### config.mk
export PLATFORM = sky130hd
export DESIGN_NAME = watch_chain_reader
export DESIGN_NICKNAME = d
export VERILOG_FILES = /design/src/rtl/jtag_watch_pkg.sv /design/src/rtl/scan_tck_gen.sv /design/src/rtl/watch_chain_reader.sv
export SDC_FILE = /design/constraint.sdc
export NUM_CORES = 1
export LEC_CHECK = 0
export ABC_AREA = 0
export CAP_MARGIN = 25
export CELL_PAD_IN_SITES_DETAIL_PLACEMENT = 0
export CELL_PAD_IN_SITES_GLOBAL_PLACEMENT = 2
export CORE_AREA = 3 3 107 109
export CTS_BUF_LIST = sky130_fd_sc_hd__clkbuf_4 sky130_fd_sc_hd__clkbuf_8
export CTS_CLUSTER_DIAMETER = 30
export CTS_CLUSTER_SIZE = 28
export DETAILED_ROUTE_END_ITERATION = 12
export DIE_AREA = 0 0 110 112
export PLACE_DENSITY = 0.85
export SYNTH_ARGS = -nofsm -noshare
export SYNTH_HDL_FRONTEND = slang
export SYNTH_SLANG_ARGS = --single-unit
### constraint.sdc
create_clock -name Clk -period 5.8 [get_ports Clk]
set_input_delay 0.87 -clock Clk [delete_from_list [all_inputs] [get_ports Clk]]
set_output_delay 0.87 -clock Clk [all_outputs]
set_load 0.1 [all_outputs]
### src/rtl/jtag_watch_pkg.sv
// Shared types and constants for the watch scan-chain reader.
// Holds the controller state encoding, the {ShiftDR,CaptureDR} codes and a width helper.
package jtag_watch_pkg;

    typedef enum logic [1:0] {
        IDLE,
        CAPTURE,
        SHIFT,
        DONE
    } state_t;

    localparam logic [1:0] CTRL_IDLE    = 2'b00;
    localparam logic [1:0] CTRL_CAPTURE = 2'b01;
    localparam logic [1:0] CTRL_SHIFT   = 2'b10;

    function automatic int max(input int a, input int b);
        return (a > b) ? a : b;
    endfunction

endpackage

### src/rtl/scan_tck_gen.sv
// Scan clock generator: divides clk by 2*DIV into a registered TCK with edge strobes.
// Latency: first rising TCK DIV cycles after en goes high; strobes coincide with the toggle edge.
// Backpressure: none; dropping en parks TCK low and clears the divider immediately.
module scan_tck_gen #(
    parameter int DIV = 2
) (
    input  logic clk,
    input  logic rst_n,
    input  logic en,
    output logic scan_clk,
    output logic rise,
    output logic fall
);

    localparam int CW = (DIV > 1) ? $clog2(DIV) : 1;
    localparam logic [CW-1:0] TERM = CW'(DIV - 1);

    logic [CW-1:0] cnt;
    logic          term;

    assign term = en && (cnt == TERM);
    assign rise = term && !scan_clk;
    assign fall = term && scan_clk;

    always_ff @(posedge clk or negedge rst_n) begin
        if (!rst_n) begin
            cnt      <= '0;
            scan_clk <= 1'b0;
        end else if (!en) begin
            cnt      <= '0;
            scan_clk <= 1'b0;
        end else if (term) begin
            cnt      <= '0;
            scan_clk <= ~scan_clk;
        end else begin
            cnt <= cnt + 1'b1;
        end
    end

endmodule

### src/rtl/watch_chain_reader.sv
// Captures one CPU watch scan chain and reads it back LSB first into a parallel word.
// Latency: 2*DIV*(1+LENsel)+1 cycles from start to valid; holds the word until accepted.
// Backpressure: oValid/iReady on the output; iStart is dropped (not queued) while busy.
module watch_chain_reader
    import jtag_watch_pkg::*;
#(
    parameter int  LEN1   = 64,
    parameter int  LEN2   = 16,
    parameter int  DIV    = 2,
    localparam int MAXLEN = max(LEN1, LEN2)
) (
    input  logic              Clk,
    input  logic              Reset,
    input  logic              iStart,
    input  logic              iSel,
    output logic              oBusy,
    output logic              oScanClk,
    output logic              oScanIn,
    input  logic              iScanOut1,
    input  logic              iScanOut2,
    output logic [1:0]        oScanCtrl1,
    output logic [1:0]        oScanCtrl2,
    output logic [MAXLEN-1:0] oData,
    output logic              oValid,
    input  logic              iReady
);

    localparam int BW = $clog2(MAXLEN + 1);

    state_t            state;
    logic              sel;
    logic [BW-1:0]     bit_cnt;
    logic [BW-1:0]     len_sel;
    logic              scan_bit;
    logic              tck_en;
    logic              tck_rise;
    logic              tck_fall;

    assign oScanIn  = 1'b0;
    assign len_sel  = sel ? BW'(LEN2) : BW'(LEN1);
    assign scan_bit = sel ? iScanOut2 : iScanOut1;
    assign tck_en   = (state == CAPTURE) || (state == SHIFT);

    scan_tck_gen #(
        .DIV (DIV)
    ) u_tck (
        .clk      (Clk),
        .rst_n    (Reset),
        .en       (tck_en),
        .scan_clk (oScanClk),
        .rise     (tck_rise),
        .fall     (tck_fall)
    );

    // Control codes only change on a falling strobe or while TCK is parked low,
    // so the chain always sees DIV cycles of setup before the next rising edge.
    always_ff @(posedge Clk or negedge Reset) begin
        if (!Reset) begin
            state      <= IDLE;
            sel        <= 1'b0;
            bit_cnt    <= '0;
            oData      <= '0;
            oValid     <= 1'b0;
            oBusy      <= 1'b0;
            oScanCtrl1 <= CTRL_IDLE;
            oScanCtrl2 <= CTRL_IDLE;
        end else begin
            case (state)
                IDLE: begin
                    if (iStart) begin
                        sel        <= iSel;
                        oData      <= '0;
                        oBusy      <= 1'b1;
                        oScanCtrl1 <= iSel ? CTRL_IDLE : CTRL_CAPTURE;
                        oScanCtrl2 <= iSel ? CTRL_CAPTURE : CTRL_IDLE;
                        state      <= CAPTURE;
                    end
                end
                CAPTURE: begin
                    if (tck_fall) begin
                        bit_cnt    <= '0;
                        oScanCtrl1 <= sel ? CTRL_IDLE : CTRL_SHIFT;
                        oScanCtrl2 <= sel ? CTRL_SHIFT : CTRL_IDLE;
                        state      <= SHIFT;
                    end
                end
                SHIFT: begin
                    // Sampled before the chain acts on this rising edge: bit0 of the chain.
                    if (tck_rise && (bit_cnt != len_sel)) begin
                        oData   <= oData | (MAXLEN'(scan_bit) << bit_cnt);
                        bit_cnt <= bit_cnt + 1'b1;
                    end else if (tck_fall && (bit_cnt == len_sel)) begin
                        oScanCtrl1 <= CTRL_IDLE;
                        oScanCtrl2 <= CTRL_IDLE;
                        oValid     <= 1'b1;
                        state      <= DONE;
                    end
                end
                DONE: begin
                    if (oValid && iReady) begin
                        oValid <= 1'b0;
                        oBusy  <= 1'b0;
                        state  <= IDLE;
                    end
                end
                default: state <= IDLE;
            endcase
        end
    end

endmodule

### Word level (Yosys, flattened, before mapping)

Cells that the tools add are included.

| word-level totals | value |
|---|---|
| register bits | 82 |
| input bits | 7 |
| output and inout port bits | 72 |
| word-level logic and storage cells | 84 |

| cells by class | value |
|---|---|
| $add $sub $neg | 2 |
| eq/ne operators | 12 |
| shift operators | 1 |
| muxes and demuxes | 36 |
| bitwise operators | 2 |
| reductions and logical operators | 21 |

Operators by type and width:

| operator | count |
|---|---|
| $mux 64 | 2 |
| $pmux 64 s2 | 1 |
| $or 64x64->64 | 1 |
| $shl 1x7->64 | 1 |
| $mux 2 | 13 |
| $mux 7 | 3 |
| $pmux 7 s2 | 1 |
| $pmux 2 s3 | 2 |
| $mux 1 | 11 |
| $ne 2x2->1 const B | 5 |
| $reduce_and 5->1 | 2 |
| $reduce_and 3->1 | 3 |
| $pmux 2 s4 | 1 |
| $reduce_bool 2->1 | 4 |
| $add 7x1->7 const B | 1 |
| $eq 7x7->1 | 1 |
| $ne 7x7->1 | 1 |
| $logic_and 1x1->1 | 6 |
| $eq 2x2->1 const B | 2 |
| $ne 2x1->1 const B | 2 |
| $pmux 1 s2 | 2 |
| $reduce_and 4->1 | 1 |
| $reduce_bool 3->1 | 1 |
| $eq 2x1->1 const B | 1 |
| other kinds (6) | 6 |

### Logic depth before layout (Yosys ltp)

| logic depth | value |
|---|---|
| depth in word-level cells | 8 |
| mapped depth | 9 |
| mapped depth without buffers | 6 |

### Hierarchy

From an unflattened synthesis, not the netlist that was laid out.

| second synthesis, totals | value |
|---|---|
| cells, all modules | 342 |
| area total of the unflattened synthesis | 3543.4 sq um |

Modules (own cells, without submodules):

| module | instances | cells an instance | area each (sq um) | sequential area each (sq um) |
|---|---|---|---|---|
| watch_chain_reader | 1 | 334 | 3454.6 | 2001.9 |
| scan_tck_gen | 1 | 8 | 88.8 | 50.0 |

### Least setup slack after synthesis

Ideal clock, no wire load.

| timing | value |
|---|---|
| path type | register to register |
| start | register bit_cnt[1] |
| end | register state[1] |
| library setup time | 125 ps |
| arrival | 2096 ps |
| data required time | 5675 ps |
| slack | 3580 ps |
| stages on the path, launching flop included | 8 |
| path buffers | 1 |
| clock period less this slack | 2220 ps |
| cell sequence | dfrtp_1 clkbuf_1 clkinv_1 ha_1 nor4b_2 o211a_1 o21ai_0 mux2_2 |

| on the way | value |
|---|---|
| word-level cells in the longest chain between the ends | 4 |
| elaborated cells on any way between the ends | 7 |
| classes of those cells | 4 x eq/ne; 3 x reduce/logical |

RTL lines:

| item | RTL line | RTL |
|---|---|---|
| start, declared | watch_chain_reader.sv:32 | `logic [BW-1:0] bit_cnt;` |
| start signal, assigned | watch_chain_reader.sv:91 | `bit_cnt <= bit_cnt + 1'b1;` |
| $eq 7x7->1 / $ne 7x7->1 (equally long branches) | watch_chain_reader.sv:92, watch_chain_reader.sv:89 |  |
| $logic_and 1x1->1 (on tied branches) | watch_chain_reader.sv:92, watch_chain_reader.sv:89 |  |
| $ne 2x1->1 (no source line) / $ne 2x2->1 (equally long branches) | - |  |
| $reduce_and 5->1 (no source line) * | - |  |
| end signal, assigned | watch_chain_reader.sv:96 | `state <= DONE;` |
| end signal, assigned | watch_chain_reader.sv:103 | `state <= IDLE;` |
| end signal, assigned | watch_chain_reader.sv:106 | `default: state <= IDLE;` |
| end, declared | watch_chain_reader.sv:30 | `state_t state;` |

Mark *: on every way between the ends. The rest lies on a longest branch, timed or not.
A chain may end at the register's enable or synchronous reset.

### Final worst setup path

| timing | value |
|---|---|
| start | register bit_cnt[1] |
| end | register oData[12] |

| on the way | value |
|---|---|
| word-level cells in the longest chain between the ends | 4 |
| elaborated cells on any way between the ends | 8 |
| classes of those cells | 2 x eq/ne; 1 x shift; 2 x mux; 1 x bitwise; 2 x reduce/logical |

RTL lines:

| item | RTL line | RTL |
|---|---|---|
| $ne 7x7->1 / $shl 1x7->64 (equally long branches) | watch_chain_reader.sv:89, watch_chain_reader.sv:90 |  |
| $logic_and 1x1->1 / $or 64x64->64 (equally long branches) | watch_chain_reader.sv:89, watch_chain_reader.sv:90 |  |
| $ne 2x1->1 (no source line) / $mux 64 (equally long branches) | - |  |
| $reduce_and 3->1 (no source line) / $pmux 64 s2 (equally long branches) | - |  |
| end signal, assigned | watch_chain_reader.sv:90 | `oData <= oData \| (MAXLEN'(scan_bit) << bit_cnt);` |
| end, declared | watch_chain_reader.sv:23 | `output logic [MAXLEN-1:0] oData,` |

Parallel ways exist; a longest one is shown, timed or not. The select of a mux whose other input is x is not followed.

==> results.cfg <==
[sta]
tightest_slew_ns = 0.9904
slew_viol_final = 0
min_period_over_period_pct = 52.75
min_period_ns = 3.060
timing.setup.tns_ns = 0
finClkSkew_ns = 0.01100
final_hold_viol_count = 0
worst_slack_ns = 2.740
setup_violations = 0
max_clock_freq_mhz = 326.8
grt_setup_unrepaired = no
relSlewSlack_pct = 33.77
whs_ns = 0.3302

[cts]
cts_buffers = 9
cts_tree = yes
cts_buffer_depth = 2
cts_resized = 0
cts.sinks = 82
root_buffer = clkbuf_8
postCtsHoldBufs = 0
cts_setup_buffers = 0
clock_latency_ns = 0.35
cts.htree.levels = 3
clk_pin_slew_ns = 0.09

[logic_synthesis]
synth.net_count = 369
syn-instance-count = 356
synthArstFlopShare_pct = 100.0
synth_area_leader_cell = dfrtp_1
dominantRegCellSynth = dfrtp_1
synth_area_um2 = 3780
synth.area.top_cells = dfrtp_1 (54%), nand2_1 (4.4%), a22o_1 (3.5%)
yosysSeqAreaShare_pct = 54.29
synth.avg_cell_area_um2 = 10.62
synth_edf_count = 0
ys_warn_count = 0
synth.top_cell.area_share_pct = 54.29
synth-seq-cells = 82
ys_types = 47

[critical_path]
startpoint = bit_cnt[1]$_DFFE_PN0P_
r2r_start = bit_cnt[1]$_DFFE_PN0P_
r2r_slack_ns = 2.74
crit_required_ns = 6.05
crit_chain = clkinv_1 > ha_1 > nor4b_2 > o211ai_2 > nand3_1 > o41ai_1
crit_type = reg -> reg
cp-end-kind = register
crit_arrival_ns = 3.31
r2r_cells = 6
worstSetupStartpointType = register
r2r-end = oData[12]$_DFFE_PN0P_
slowest_delay_ns = 0.88
critical_path.max_fanout = 23
slowest_stage = dfrtp_1

[cells_and_area]
seqCellArea_um2 = 2052
syn_to_final_growth_pct = 29.46
drive_above_1_share_pct = 7.674
final_nets = 438
fill_cells = 1032
final_cells = 570
diodes = 0
post-route-util_pct = 45.74
multi_input_comb_area_um2 = 1610

[placed_design]
place_hpwl_um = 6817
globalplace.congestion = 0.7814
portBuffers = 77
numPlacedInstances = 553
dp_slack_ns = 2.464

[floorplanning]
rows = 38
die-area_um2 = 12320
ioPinCount = 79
dieHeight_um = 112
die_x_um = 110
core-area_um2 = 10700
initial_utilization_pct = 35.33

[routing]
dr.first_iter.drc_count = 241
wl_per_cell_um = 17.24
final_antenna_net_count = 0
avgViaCountPerCell = 5.381
num_vias = 3067
drc = 0
drt-total-wl_um = 9829
drtPass1Iterations = 5

[power]
ir_worst_vdd_mv = 0.1203
leakage_nw = 2.141
pwr_density_cell_nw_per_um2 = 225.4

[global_routing]
overflow = 0
grt_pass1_wl_um = 16150
grt_pass1_vias = 3000
groute.usage.overall_pct = 16.77
antenna_found_initial = 0
grt_max_degree = 83

[min_path]
hold_path.class = in -> async

[status]
status = finished, final reports clean

[job]
drv_cap = 0
[how the worst max path moves through the flow]
stage / to / slack, ns / depth (start not counted)
after CTS: oData[28]$_DFFE_PN0P_ / 2.72 / 6
final: oData[12]$_DFFE_PN0P_ / 2.74 / 6
after global routing: oData[4]$_DFFE_PN0P_ / 2.43 / 6
after detailed placement: oData[20]$_DFFE_PN0P_ / 2.46 / 5
after floorplan: state[1]$_DFFE_PN0P_ / 3.58 / 7
after global placement: oData[12]$_DFFE_PN0P_ / 2.63 / 5
[layer usage]
metal	vias up	GRT usage [%]	part of all wire, %
met3	8	2.551	4.4
li1	1454	-	-
met2	76	26.33	49
met4	0	4.489	0.86
met1	1529	24.13	46
met5	-	0	0
[final cells by class]
type,instances,share of cell area (%)
Sequential cell,82,41.93
Multi-Input combinational cell,245,32.91
Timing Repair Buffer,80,16.57
Tap cell,140,3.580
Clock buffer,10,2.685
Clock inverter,6,1.790
Inverter,7,0.5369
[synthesized netlist by cell type (all sizes together), types with 2 or more instances]
cell type  instances
nor3               5
o211a              2
nand2             44
a32o              11
o31ai              8
and3b              2
mux2i              6
nand4              8
o41ai              9
nor4               3
nand3              7
and2               3
mux2               6
nor2              32
o21ai             22
clkbuf            18
a21oi              3
ha                 6
or4                2
buf                4
a21boi             2
and3              13
a41oi             10
dfrtp             82
inv                6
nand2b             6
a22o              15
nor2b              8
[power breakdown]
part | switching, mW | internal (mW)
clock network | 0.213 | 0.249
logic | 0.0494 | 0.0147
registers | 0.00240 | 0.575
total | 0.264 | 0.839
[placed cells by master, fill, tap and decap left out, types with 8 or more instances in the layout]
cell,n
a22o_1,15
a32o_1,11
a41oi_1,10
and3_1,13
clkbuf_8,9
clkdlybuf4s50_1,76
dfrtp_1,82
nand2_1,44
nand4_1,8
nor2_1,32
nor2b_1,8
o21ai_0,20
o31ai_1,8
o41ai_1,9
[state kept, by name (all words and copies together), names as in the netlist, 2 cells and up]
register / count
bit_cnt: 7
oScanCtrl1: 2
oData: 64
oScanCtrl2: 2
state: 2
[critical path, delay by kind of cell, from the launching register on]
family                   cells  cell delay, ns
AO/OA/AOI/OAI                2            0.64
adder cells (fa/ha/maj)      1            0.32
buffers and inverters        1            0.52
flip-flops                   1            0.88
AND/OR/NAND/NOR              2            0.60
[through the flow]
step                instance area (um^2)  power [mW]
global placement                    4647      0.6513
CTS                                 4866       1.116
detailed placement                  4647      0.6518
global route                        4893       1.144
finish                              4893       1.103
floorplan                           3780      0.6262
[logic make-up after synthesis]
family / count (synthesis) / synth area share (%)
simple gates: 140 / 19.23
compound gates: 85 / 17.54
flops: 82 / 54.29
buf+inv: 29 / 3.244
mux: 12 / 3.376
fa+ha+maj: 6 / 1.986
other cells: 1 / 0.09921
xor+xnor: 1 / 0.2318
(Power assumes the default switching activity.)
